[config.mk]
export PLATFORM = sky130hd
export DESIGN_NAME = spike_encoder
export DESIGN_NICKNAME = d
export VERILOG_FILES = /design/src/rtl/snn_pkg.sv /design/src/rtl/lfsr16.sv /design/src/rtl/spike_encoder.sv
export SDC_FILE = /design/constraint.sdc
export NUM_CORES = 1
export LEC_CHECK = 0
export CELL_PAD_IN_SITES_DETAIL_PLACEMENT = 0
export CELL_PAD_IN_SITES_GLOBAL_PLACEMENT = 1
export CORE_MARGIN = 4
export CORE_UTILIZATION = 42
export DETAILED_ROUTE_END_ITERATION = 8
export MAX_ROUTING_LAYER = met4
export PLACE_DENSITY = 0.81
export SLEW_MARGIN = 10
export SYNTH_ARGS = -nofsm -noshare
export SYNTH_HDL_FRONTEND = slang
export SYNTH_SLANG_ARGS = --single-unit
export TNS_END_PERCENT = 10
[constraint.sdc]
create_clock -name clk_i -period 2.1 [get_ports clk_i]
set_input_delay 0.42 -clock clk_i [delete_from_list [all_inputs] [get_ports clk_i]]
set_output_delay 0.42 -clock clk_i [all_outputs]
set_load 0.01 [all_outputs]
[src/rtl/snn_pkg.sv]
// ---------------------------------------------------------------------------
// snn_pkg
// Shared definitions for the spiking-network front end: LFSR geometry, the
// Fibonacci tap mask, the default seed, the encoder FSM state type and a
// rotate helper used to derive per-lane random values from one LFSR.
// ---------------------------------------------------------------------------
package snn_pkg;

  localparam int          LFSR_W       = 16;
  // Taps 16,14,13,11 (1-based) -> bits 15,13,12,10.
  localparam logic [15:0] LFSR_TAPS    = 16'hB400;
  localparam logic [15:0] DEFAULT_SEED = 16'hACE1;

  typedef enum logic {
    ST_IDLE = 1'b0,
    ST_RUN  = 1'b1
  } state_e;

  // Rotate left by k (mod LFSR_W), taken as a window of the doubled word.
  function automatic logic [LFSR_W-1:0] rotl(input logic [LFSR_W-1:0] v,
                                             input int unsigned       k);
    logic [2*LFSR_W-1:0] d;
    d = {v, v};
    return d[(2*LFSR_W-1) - int'(k % LFSR_W) -: LFSR_W];
  endfunction

endpackage

[src/rtl/lfsr16.sv]
// ---------------------------------------------------------------------------
// lfsr16
// 16-bit Fibonacci LFSR, shift-left with feedback into bit 0.
//   clk_i   : clock
//   rst_i   : asynchronous active-high reset, state returns to RESET_SEED
//   load_i  : load seed_i (takes priority over en_i)
//   seed_i  : value loaded on load_i
//   en_i    : advance one step
//   state_o : current LFSR state
// ---------------------------------------------------------------------------
module lfsr16
  import snn_pkg::*;
#(
  parameter logic [15:0] RESET_SEED = DEFAULT_SEED
) (
  input  logic        clk_i,
  input  logic        rst_i,
  input  logic        load_i,
  input  logic [15:0] seed_i,
  input  logic        en_i,
  output logic [15:0] state_o
);

  logic [15:0] state_q;

  // NOTE: sequential state uses non-blocking assignments so every flop
  // samples pre-edge values regardless of statement order.
  always_ff @(posedge clk_i or posedge rst_i) begin
    if (rst_i) begin
      state_q <= RESET_SEED;
    end else if (load_i) begin
      state_q <= seed_i;
    end else if (en_i) begin
      state_q <= {state_q[14:0], ^(state_q & LFSR_TAPS)};
    end
  end

  assign state_o = state_q;

endmodule

[src/rtl/spike_encoder.sv]
// ---------------------------------------------------------------------------
// spike_encoder
// Rate-codes a sample of NUM_INPUTS pixel intensities into NUM_STEPS
// timesteps of Bernoulli spikes: lane i spikes when its rotated LFSR value
// is below the pixel intensity (all-ones pixels always spike).
//   clk_i, rst_i  : clock, asynchronous active-high reset
//   valid_i       : sample present on pixels_i (accepted while ready_o=1)
//   ready_o       : encoder idle and able to accept a sample
//   pixels_i      : packed intensities, lane i at [i*DATA_WIDTH +: DATA_WIDTH]
//   spikes_o      : per-lane spikes for the current timestep
//   spike_valid_o : spikes_o/step_o hold a valid timestep
//   step_o        : timestep index 0..NUM_STEPS-1
//   done_o        : one-cycle pulse after the final timestep of a window
// Timing: handshake edge loads pixels and reseeds the LFSR; each following
// RUN cycle compares, and results are registered, so step 0 is visible two
// cycles after the handshake cycle. One drain cycle in RUN follows the last
// compare, then done_o pulses together with the return to IDLE.
// ---------------------------------------------------------------------------
module spike_encoder
  import snn_pkg::*;
#(
  parameter int          NUM_INPUTS = 1,
  parameter int          DATA_WIDTH = 8,
  parameter int          NUM_STEPS  = 100,
  parameter logic [15:0] SEED       = DEFAULT_SEED
) (
  input  logic                             clk_i,
  input  logic                             rst_i,
  input  logic                             valid_i,
  output logic                             ready_o,
  input  logic [NUM_INPUTS*DATA_WIDTH-1:0] pixels_i,
  output logic [NUM_INPUTS-1:0]            spikes_o,
  output logic                             spike_valid_o,
  output logic [$clog2(NUM_STEPS+1)-1:0]   step_o,
  output logic                             done_o
);

  localparam int                STEP_W   = $clog2(NUM_STEPS + 1);
  // Counter value reached after the last compare: marks the drain cycle.
  localparam logic [STEP_W-1:0] LAST_CNT = STEP_W'(NUM_STEPS);

  state_e                           state_q;
  logic [STEP_W-1:0]                cnt_q;
  logic [NUM_INPUTS*DATA_WIDTH-1:0] pix_q;
  logic [15:0]                      lfsr;
  logic [NUM_INPUTS-1:0]            spike_d;
  logic                             handshake;
  logic                             compare_en;

  assign ready_o    = (state_q == ST_IDLE);
  assign handshake  = ready_o && valid_i;
  assign compare_en = (state_q == ST_RUN) && (cnt_q != LAST_CNT);

  // Advance happens on the compare edge, so each compare sees the state
  // that was current during its own cycle.
  lfsr16 #(
    .RESET_SEED(SEED)
  ) u_lfsr (
    .clk_i  (clk_i),
    .rst_i  (rst_i),
    .load_i (handshake),
    .seed_i (SEED),
    .en_i   (compare_en),
    .state_o(lfsr)
  );

  for (genvar i = 0; i < NUM_INPUTS; i++) begin : g_lane
    localparam int unsigned ROT = i % 16;
    logic [DATA_WIDTH-1:0] rnd;
    logic [DATA_WIDTH-1:0] pix;
    assign rnd        = DATA_WIDTH'(rotl(lfsr, ROT));
    assign pix        = pix_q[i*DATA_WIDTH +: DATA_WIDTH];
    // A full-scale pixel must spike every step; r < pixel alone cannot.
    assign spike_d[i] = (&pix) | (rnd < pix);
  end

  always_ff @(posedge clk_i or posedge rst_i) begin
    if (rst_i) begin
      state_q       <= ST_IDLE;
      cnt_q         <= '0;
      pix_q         <= '0;
      spikes_o      <= '0;
      spike_valid_o <= 1'b0;
      step_o        <= '0;
      done_o        <= 1'b0;
    end else begin
      // NOTE: outputs default to their quiet values each edge; only the
      // compare branch overrides them, which also makes done_o a pulse.
      spikes_o      <= '0;
      spike_valid_o <= 1'b0;
      step_o        <= '0;
      done_o        <= 1'b0;
      case (state_q)
        ST_IDLE: begin
          if (valid_i) begin
            pix_q   <= pixels_i;
            cnt_q   <= '0;
            state_q <= ST_RUN;
          end
        end
        ST_RUN: begin
          if (cnt_q != LAST_CNT) begin
            spikes_o      <= spike_d;
            spike_valid_o <= 1'b1;
            step_o        <= cnt_q;
            cnt_q         <= cnt_q + 1'b1;
          end else begin
            state_q <= ST_IDLE;
            done_o  <= 1'b1;
          end
        end
        default: state_q <= ST_IDLE;
      endcase
    end
  end

endmodule

### Word level (Yosys, flattened, before mapping)

Cells that the tools add are included.

* input bits: 11
* output and inout bits: 11
* flip-flop bits (word level): 42

* equal/unequal tests: 3
* $add $sub $neg: 1
* reductions and logical operators: 7
* muxes and demuxes: 15
* bitwise operators: 2
* $lt $le $gt $ge: 1

Operator list (number)
* $mux 16: 2
* $mux 7: 4
* $reduce_xor 16->1: 1
* $pmux 7 s2: 1
* $lt 8x8->1: 1
* $reduce_and 8->1: 1
* $add 7x1->7 const B: 1
* $mux 1: 7
* $ne 7x7->1 const B: 1
* $reduce_and 2->1: 2
* $logic_and 1x1->1: 2
* $ne 2x1->1 const B: 1
* $ne 2x2->1 const B: 1
* $pmux 1 s2: 1
* $reduce_bool 2->1: 1
* $not 1->1: 1
* $or 1x1->1: 1

### Depth between registers and ports, before layout

Gate-level depths: netlist (run 1).

* depth after elaboration: 4
* depth in mapped cells: 8
* mapped depth without buffers: 7

### Cells and area by module

A second synthesis (run 1) with hierarchy kept.

* cells, all modules: 193
* area total of the unflattened synthesis: 2029.4 um^2

Modules (own cells, without submodules)
* spike_encoder: area each 1234.9 um^2, cells each 119, instances 1
* lfsr16: area each 794.5 um^2, cells each 74, instances 1

### Worst setup path after synthesis (run 1)

Ideal clock, no wire load.

* path type: register -> register
* start: register cnt_q[1]
* end: register cnt_q[2]
* setup time: 0.079 ns
* arrival: 1.543 ns
* clock period less this slack: 1.622 ns
* cell stages (with the launch flop): 7
* slack: 0.478 ns
* data required time: 2.021 ns
* path through: dfrtp_1 -> inv_1 -> ha_1 -> nand2_1 -> o41ai_4 -> mux2_2 -> mux2i_1

* word-level cells in the longest chain between the ends: 3
* elaborated cells between the ends (all ways): 6
* classes of those cells: add/sub (1); eq/ne (2); mux (2); reduce/logical (1)

RTL lines
* start: declaration: line spike_encoder.sv:43 `logic [STEP_W-1:0] cnt_q;`
* start signal: assignment: line spike_encoder.sv:106 `cnt_q <= cnt_q + 1'b1;`
* $add 7x1->7 / $ne 7x7->1 (equally long branches): line spike_encoder.sv:106, spike_encoder.sv:102
* $mux 7 / $ne 2x1->1 (equally long branches)
* $pmux 7 s2 / $reduce_and 2->1 (equally long branches)

Parallel ways exist; a longest one is shown, timed or not. The select of a mux whose other input is x is not followed.
A chain may end at the register's enable or synchronous reset.

### Worst setup path after layout (run 1)

* start: register state_q
* end: output ready_o

* word-level cells in the longest chain between the ends: 1

RTL lines
* start: declaration: line spike_encoder.sv:42 `state_e state_q;`
* start signal: assignment: line spike_encoder.sv:79 `state_q <= ST_IDLE;`
* start signal: assignment: line spike_encoder.sv:98 `state_q <= ST_RUN;`
* start signal: assignment: line spike_encoder.sv:108 `state_q <= ST_IDLE;`
* $not 1->1 (no source line)
* end: declaration: line spike_encoder.sv:30 `output logic ready_o,`

No other way between the ends.

==> results.md, run 1 <==
- The clock sink count is 42.
- The dominant combinational cell family by area after synthesis is simple AND/OR/NAND/NOR gates.
- From bottom edge to top edge, the die measures 74.9 um.
- Compared with the post-synthesis result, the final layout area differs by 20.2%.
- The via count is 1,316.
- Setup violations remaining at the end of the flow were counted as 0.
- The remaining antenna violation count after routing is 0.
- The core footprint is 0.00435 mm^2.
- Subtracting the final worst setup slack from the clock period gives 1850 ps.
- The floorplan step set the die width to 74.9 um.
- Multiplexer cells account for 1.13% of the synthesized area.
- The via count of the first global-routing pass was 1,211.
- Summing the areas of all fa, ha and maj instances in the mapped netlist gives 5.99% of the synthesized area.
- The first global-routing pass estimated 5.87 mm of wire.
- The global placer's final weighted congestion is 0.760.
- The number of detailed-routing iterations run before antenna repair is 4.
- The min-delay analysis places its worst path in the category in -> async.
- The number of antenna violations at the first check in global routing is 0.
- In this run the post-CTS setup repair buffer count came out at 0.
- The count of different cell masters after synthesis is 31.
- Leaving out fill and tap cells, the most frequent cells in the layout are 49 x sky130_fd_sc_hd__nand2_1, 34 x sky130_fd_sc_hd__dfrtp_1, 21 x sky130_fd_sc_hd__clkdlybuf4s50_1, 20 x sky130_fd_sc_hd__nand3_1, 14 x sky130_fd_sc_hd__o21ai_0.
- The largest stage delay on the critical path is 540 ps.
- The transition time of the tightest slew-check pin is 577 ps.
- The worst register-to-register path has a depth of 7.
- The post-route netlist has 10.7% of its cells at a drive strength greater than 1.
- Clock latency on the worst-skew pair, taken at its later pin, is 290 ps.
- Derived from the worst setup path, the maximum achievable clock frequency is 542 MHz.
- The setup path with the least slack is of type reg -> out.
- The overall fraction of global-route tracks in use is 14.2%.
- The power density relative to cell area is 1410 mW/mm^2.
- The endpoint identified for the worst register-to-register timing path is cnt_q[0]$_DFFE_PP0P_.
- After Yosys synthesis, XOR and XNOR cells account for 1.86% of the synthesized area.
- Synthesis produced a netlist with a net count of 209.
- The sum of negative setup slack is 0 ps.
- The mean number of vias per cell is 4.95.
- The number of hold buffers added after cts is 0.
- The area used by multi-input combinational logic is 733 um^2.
- Data arrives at the worst endpoint at 1430 ps.
- The worst register-to-register path begins at cnt_q[0]$_DFFE_PP0P_.
- The type of origin of the critical path is a flop.
- The post-detailed-placement half-perimeter wirelength is 2.38 mm.
- The synthesized cell area is 0.00188 mm^2.
- Registers take 0.00106 mm^2.
- TritonCTS built the clock tree.
- After Yosys synthesis, and, or, nand and nor cells account for 20.7% of the synthesized area.
- The number of hold-slack violations in the final timing report is 0.
- The signal on the critical path passes through inv_1, clkdlybuf4s50_1.
- After detailed placement, the design holds a cell count of 258.
- The number of warnings reported in the yosys synthesis log is 0.
- Sequential elements use 56.4% of the synthesized area.
- After global routing the overflow that remains totals 0.
- The die outline area is 0.00561 mm^2.
- Buffers placed on the I/O ports in this run total 21.
- The post-cts resize count is 0.
- The floorplan has 24 rows.
- The CTS root buffer is sky130_fd_sc_hd__clkbuf_8.
- At the worst endpoint, the required time is 1680 ps.
- IR analysis of the VDD net gives a maximum drop of 608 uV.
- The final number of max-transition violations is 0.
- The post-synthesis register bit count is 42.
- The total routed wirelength is 3.53 mm.
- The cell with the largest stage delay on the worst path is sky130_fd_sc_hd__clkdlybuf4s50_1.
- The worst-case register-to-register setup slack is 380 ps.
- In the final routed layout, each cell accounts on average for 13.3 um.
- The number of violations of the max-capacitance limit is 0.
- The average footprint of a synthesized cell is 9.95 um^2.
- In the routed design, unresolved DRC markers number 0.
- The buffer depth of the longest clock path is 2.
- The library cell used most frequently in the layout, excluding fill and tap cells, is sky130_fd_sc_hd__nand2_1.
- The flow ran to the end, and the final reports show no timing, DRC or antenna violations.
- The type of element capturing the critical path is a primary output.
- Summed over all cells, the static leakage comes to 0.00105 uW.
- After the first detailed-routing iteration, the DRC count stood at 111.
- Setup repair after global routing left no endpoint under its margin.
- The worst clock skew on the final layout is 2.36 ps.
- The clock tree synthesis step divided the H-tree into 2 levels.
- After the flow finishes, the layout carries non-filler instances totaling 266.
- Fill cells in the final layout number 410.
- In the finished design, the share of the clock period the worst path needs comes to 87.9%.
- The synthesized netlist devotes 9.31% of its cell area to compound gates.
- After technology mapping, the gate count stands at 189.
- The number of placed I/O pins is 22.
- The number of antenna cells inserted is 0.
- The TritonCTS buffer count is 5.
- The max-slew headroom at the worst pin is 61.4%.
- Entering global routing, the biggest net connects 34 pins.
- The highest net fanout along the worst path is 7.
- For this run, the post-layout net count is 233.
- The starting utilization of the core area is 43.2%.
- After clock tree synthesis, the clock-pin slew on the worst setup and hold paths is 80 ps.
[how the worst max path moves through the flow]
stage | start | end | slack (ps)
after floorplan | cnt_q[1]$_DFFE_PP0P_ | cnt_q[2]$_DFFE_PP0P_ | 480
after global placement | valid_i | cnt_q[6]$_DFFE_PP0P_ | 430
after detailed placement | cnt_q[1]$_DFFE_PP0P_ | cnt_q[0]$_DFFE_PP0P_ | 380
after CTS | state_q$_DFF_PP0_ | ready_o | 230
after global routing | state_q$_DFF_PP0_ | ready_o | 180
final | state_q$_DFF_PP0_ | ready_o | 250
[sequential cells by signal, summed over array words and instances, names as in the netlist]
register / count
spikes_o: 1
spike_valid_o: 1
step_o: 7
u_lfsr.state_o: 16
state_q: 1
cnt_q: 7
g_lane.pix: 8
done_o: 1
[cells by family (layout without fill, tap and decap cells)]
group / Yosys count / count (layout)
buffers and inverters: 20 / 45
AND/OR/NAND/NOR: 87 / 87
flip-flops: 42 / 42
AO/OA/AOI/OAI: 25 / 25
multiplexers: 2 / 2
adder cells (fa/ha/maj): 9 / 9
XOR/XNOR: 4 / 4
[cells in the mapped netlist (all sizes together)]
master,n,area [um^2]
a31oi,1,6.26
ha,9,113
a211o,1,8.76
or3,3,18.8
o41ai,1,27.5
and2,6,37.5
nand4,1,6.26
mux2,1,11.3
or4,2,15.0
nand3,20,100
dfrtp,34,851
nand2,49,184
clkbuf,4,15.0
a21oi,2,10.0
a21o,1,7.51
o31ai,2,20.0
o2111ai,1,8.76
a221oi,1,8.76
buf,4,26.3
o211ai,1,7.51
nor2b,1,6.26
o21ai,14,70.1
mux2i,1,10.0
dfstp,8,210
nor2,4,15.0
nand2b,1,6.26
inv,12,45.0
xnor2,4,35.0
[layout make-up]
type                    count  area share [%]
inverters                  12            1.99
flip-flops and latches     42            46.9
well taps                  52            2.88
repair buffers             25            11.7
clock inverters             1           0.221
multi-input cells         127            32.4
clock buffers               7            3.82
[layer usage]
| layer | up-vias | GRT usage (%) | part of all wire, % |
|---|---|---|---|
| met4 | 0 | 4.74 | 0.71 |
| met1 | 616 | 20.4 | 50 |
| met3 | 2 | 4.01 | 5.3 |
| li1 | 672 | - | - |
| met5 | - | - | 0 |
| met2 | 26 | 19.2 | 44 |
[worst max-delay path, delay by kind of cell (launching register included)]
kind | cells | cell delay (ps)
buffers and inverters | 2 | 660
flip-flops | 1 | 470
[power breakdown]
group	internal (uW)	switching [uW]	total [uW]	leakage, uW
clock	266	270	536	0.0000482
sequential	1240	271	1510	0.000496
combinational	571	572	1140	0.000508
[per-stage QoR]
step	worst slack (ps)	cell area, um^2	utilization, %	power, uW	hold slack [ps]
detailed placement	381	2170	49.8	2680	464
global placement	430	2170	49.8	2640	455
global route	180	2260	51.9	3460	482
CTS	232	2260	51.9	3220	435
floorplan	478	1880	-	2270	438
finish	255	2260	51.9	3190	435
Power figures use the tool's default switching activity.
==> run 2, diff against run 1 <==
- GPL_ROUTABILITY_DRIVEN: not set -> 1
- MAX_ROUTING_LAYER: met4 -> not set
- SLEW_MARGIN: 10 -> 0
==> run 2 against run 1 <==
  * Routed wire length barely moved
  * First-iteration DRC count stayed put
  * Clock power about the same
  * Maximum frequency decreased by 0.12%
  * Utilization stayed put
  * Register-to-register slack about the same
  * Critical path type unchanged
  * Critical endpoint unchanged
  * Highest routed layer unchanged
==> results.md, run 2 (synthesis gave the netlist of run 1 again) <==
- The type of element capturing the critical path is a primary output.
- The largest net degree at the start of global routing is 34 (unchanged).
- The iteration-0 DRC count of the detailed router is 111 (unchanged).
- The mean number of vias per cell is 4.95 (unchanged).
- The global placer's final weighted congestion came to 0.750 (-1.3%).
- The worst hold-check slack came to 433 ps (-2.01 ps).
- The total global routing overflow is 0 (unchanged).
- The total routed wirelength came to 3.53 mm (about the same).
- The worst clock skew on the final layout is 3.35 ps (+0.992 ps).
- The share of final-layout standard cells stronger than drive strength 1 is 10.7% (unchanged).
- The critical path starts at state_q$_DFF_PP0_.
- The core footprint came to 0.00435 mm^2 (unchanged).
- The required time at the worst-slack endpoint is 1680 ps (about the same).
- The root buffer cell chosen for the clock tree is sky130_fd_sc_hd__clkbuf_8.
- The number of hold-slack violations in the final timing report is 0 (unchanged).
- Setup repair after global routing left no endpoint under its margin.
- The overall fraction of global-route tracks in use is 13.8% (-0.43 points).
- The number of detailed-routing iterations run before antenna repair is 4 (unchanged).
- The number of antenna cells inserted is 0 (unchanged).
- The vertical die dimension is 74.9 um (unchanged).
- The largest stage delay on the critical path is 540 ps (about the same).
- The critical path goes through inv_1, clkdlybuf4s50_1.
- The cell leakage power came to 0.00105 uW (unchanged).
- The final layout net count is 233 (unchanged).
- The buffer depth of the longest clock path came to 2 (unchanged).
- The wire length per cell is 13.3 um (about the same).
- The number of setup buffers added after CTS was 0 (unchanged).
- The post-detailed-placement half-perimeter wirelength is 2.38 mm (unchanged).
- The run finished with clean final reports.
- The transition time of the tightest slew-check pin is 578 ps (+0.477 ps).
- The residual DRC count is 0 (unchanged).
- The maximum ir drop on the vdd rail is 610 uV (+0.19%).
- The number of placed I/O pins is 22 (unchanged).
- The area growth from synthesis to final layout came to 20.2% (unchanged).
- The critical path is of the reg -> out type.
- The count of H-tree levels built during CTS was 2 (unchanged).
- The number of hold buffers added after cts is 0 (unchanged).
- The slowest stage of the critical path is the sky130_fd_sc_hd__clkdlybuf4s50_1 cell.
- The max-slew headroom at the worst pin is 61.4% (about the same).
- The via count came to 1,316 (unchanged).
- The number of failing setup endpoints in the final timing report is 0 (unchanged).
- On the critical path the largest part of the delay comes from buffers and inverters.
- The site row count is 24 (unchanged).
- The worst setup path is launched from a flop.
- The count of input and output buffers was 21 (unchanged).
- The worst-case register-to-register setup slack is 380 ps (about the same).
- The number of violations of the max-capacitance limit is 0 (unchanged).
- The post-cts resize count is 0 (unchanged).
- The via count of the first global-routing pass came to 1,214 (+0.25%).
- The clock sink count is 42 (unchanged).
- In this run the critical register-to-register path is launched from cnt_q[1]$_DFFE_PP0P_.
- The die outline area came to 0.00561 mm^2 (unchanged).
- The maximum clock rate is 541 MHz (-0.12%).
- The post-route clock period utilization came to 88.0% (+0.11 points).
- The die width was 74.9 um (unchanged).
- The starting utilization of the core area is 43.2% (unchanged).
- The TritonCTS buffer count is 5 (unchanged).
- The final number of max-transition violations is 0 (unchanged).
- The highest net fanout along the worst path came to 7 (unchanged).
- The source-to-sink clock delay at the later pin of the worst-skew pair was 290 ps (about the same).
- The sum of negative setup slack is 0 ps (unchanged).
- The CTS clock-pin slew for the worst setup and hold paths is 80 ps (about the same).
- In the layout the commonest cells are 49 x sky130_fd_sc_hd__nand2_1, 34 x sky130_fd_sc_hd__dfrtp_1, 21 x sky130_fd_sc_hd__clkdlybuf4s50_1, 20 x sky130_fd_sc_hd__nand3_1, 14 x sky130_fd_sc_hd__o21ai_0.
- The first-pass GRT wire length is 5.87 mm (unchanged).
- Leaving out fill and tap cells, the most frequent cell in the layout is sky130_fd_sc_hd__nand2_1.
- The arrival time of data at the critical path endpoint is 1430 ps (about the same).
- The TritonCTS clock tree is yes.
- The min-delay analysis places its worst path in the category in -> async.
- The power density relative to cell area is 1410 mW/mm^2 (about the same).
- The shortest period the worst path allows was 1850 ps (+2.29 ps).
- The number of buffer and inverter instances along the worst setup path is 2 (unchanged).
- The flip-flop count of the largest register after layout is 16 (unchanged).
- The remaining antenna violation count after routing is 0 (unchanged).
- The number of antenna violations at the first check in global routing is 0 (unchanged).
[run 2: cell counts in the layout (fill, tap and decap cells not counted)]
No cell type changed its count.
[run 2: layout make-up]
type,instances,area [um^2]
clock inverters,1,5.00
fillers,410,2090
flip-flops and latches,42,1060
well taps,52,65.1
repair buffers,25,265
clock buffers,7,86.3
multi-input cells,127,733
inverters,12,45.0
[run 2: report_power, final]
| group | leakage, uW | switching (uW) | internal (uW) |
|---|---|---|---|
| clock | 0.0000482 | 271 | 265 |
| combinational | 0.000508 | 574 | 571 |
| sequential | 0.000496 | 271 | 1240 |
| total | 0.00105 | 1120 | 2070 |
[run 2: final timing paths]
check,cells after the start,endpoint
setup / recovery,2,ready_o
hold / removal,2,g_lane[0].pix[5]$_DFFE_PP0P_
setup reg to reg,7,cnt_q[0]$_DFFE_PP0P_
hold reg to reg,2,u_lfsr.state_o[9]$_DFFE_PP0P_
max in group asynchronous,3,u_lfsr.state_o[0]$_DFFE_PP1P_
min in group clk_i,2,u_lfsr.state_o[9]$_DFFE_PP0P_
[run 2: per-stage QoR]
| stage | instances | power [uW] | instance area, um^2 | util (%) | setup WS (ps) |
|---|---|---|---|---|---|
| 3_3_place_gp | 258 | 2640 | 2170 | 49.8 | 430 |
| 2_1_floorplan | 189 | 2270 | 1880 | - | 478 |
| 3_5_place_dp | 258 | 2680 | 2170 | 49.8 | 381 |
| 4_1_cts | 266 | 3220 | 2260 | 51.9 | 232 |
| 6_report | 266 | 3190 | 2260 | 51.9 | 253 |
| 5_1_grt | 266 | 3460 | 2260 | 51.9 | 180 |
[run 2: per-layer routing]
layer | track usage (%) | up-vias | wire, um
met3 | 4.01 | 2 | 162
met5 | 0 | - | 0
met2 | 19.2 | 23 | 1540
met1 | 20.4 | 619 | 1800
li1 | - | 672 | -
met4 | 4.74 | 0 | 26
[run 2: worst register-to-register path, cell delays in order, from the launching register on]
cell                      delay (ps)
sky130_fd_sc_hd__dfrtp_1         400
sky130_fd_sc_hd__inv_1           110
sky130_fd_sc_hd__ha_1            160
sky130_fd_sc_hd__nand2_1          90
sky130_fd_sc_hd__o41ai_4         330
sky130_fd_sc_hd__inv_2           260
sky130_fd_sc_hd__xnor2_1         210
sky130_fd_sc_hd__nor2_1           50
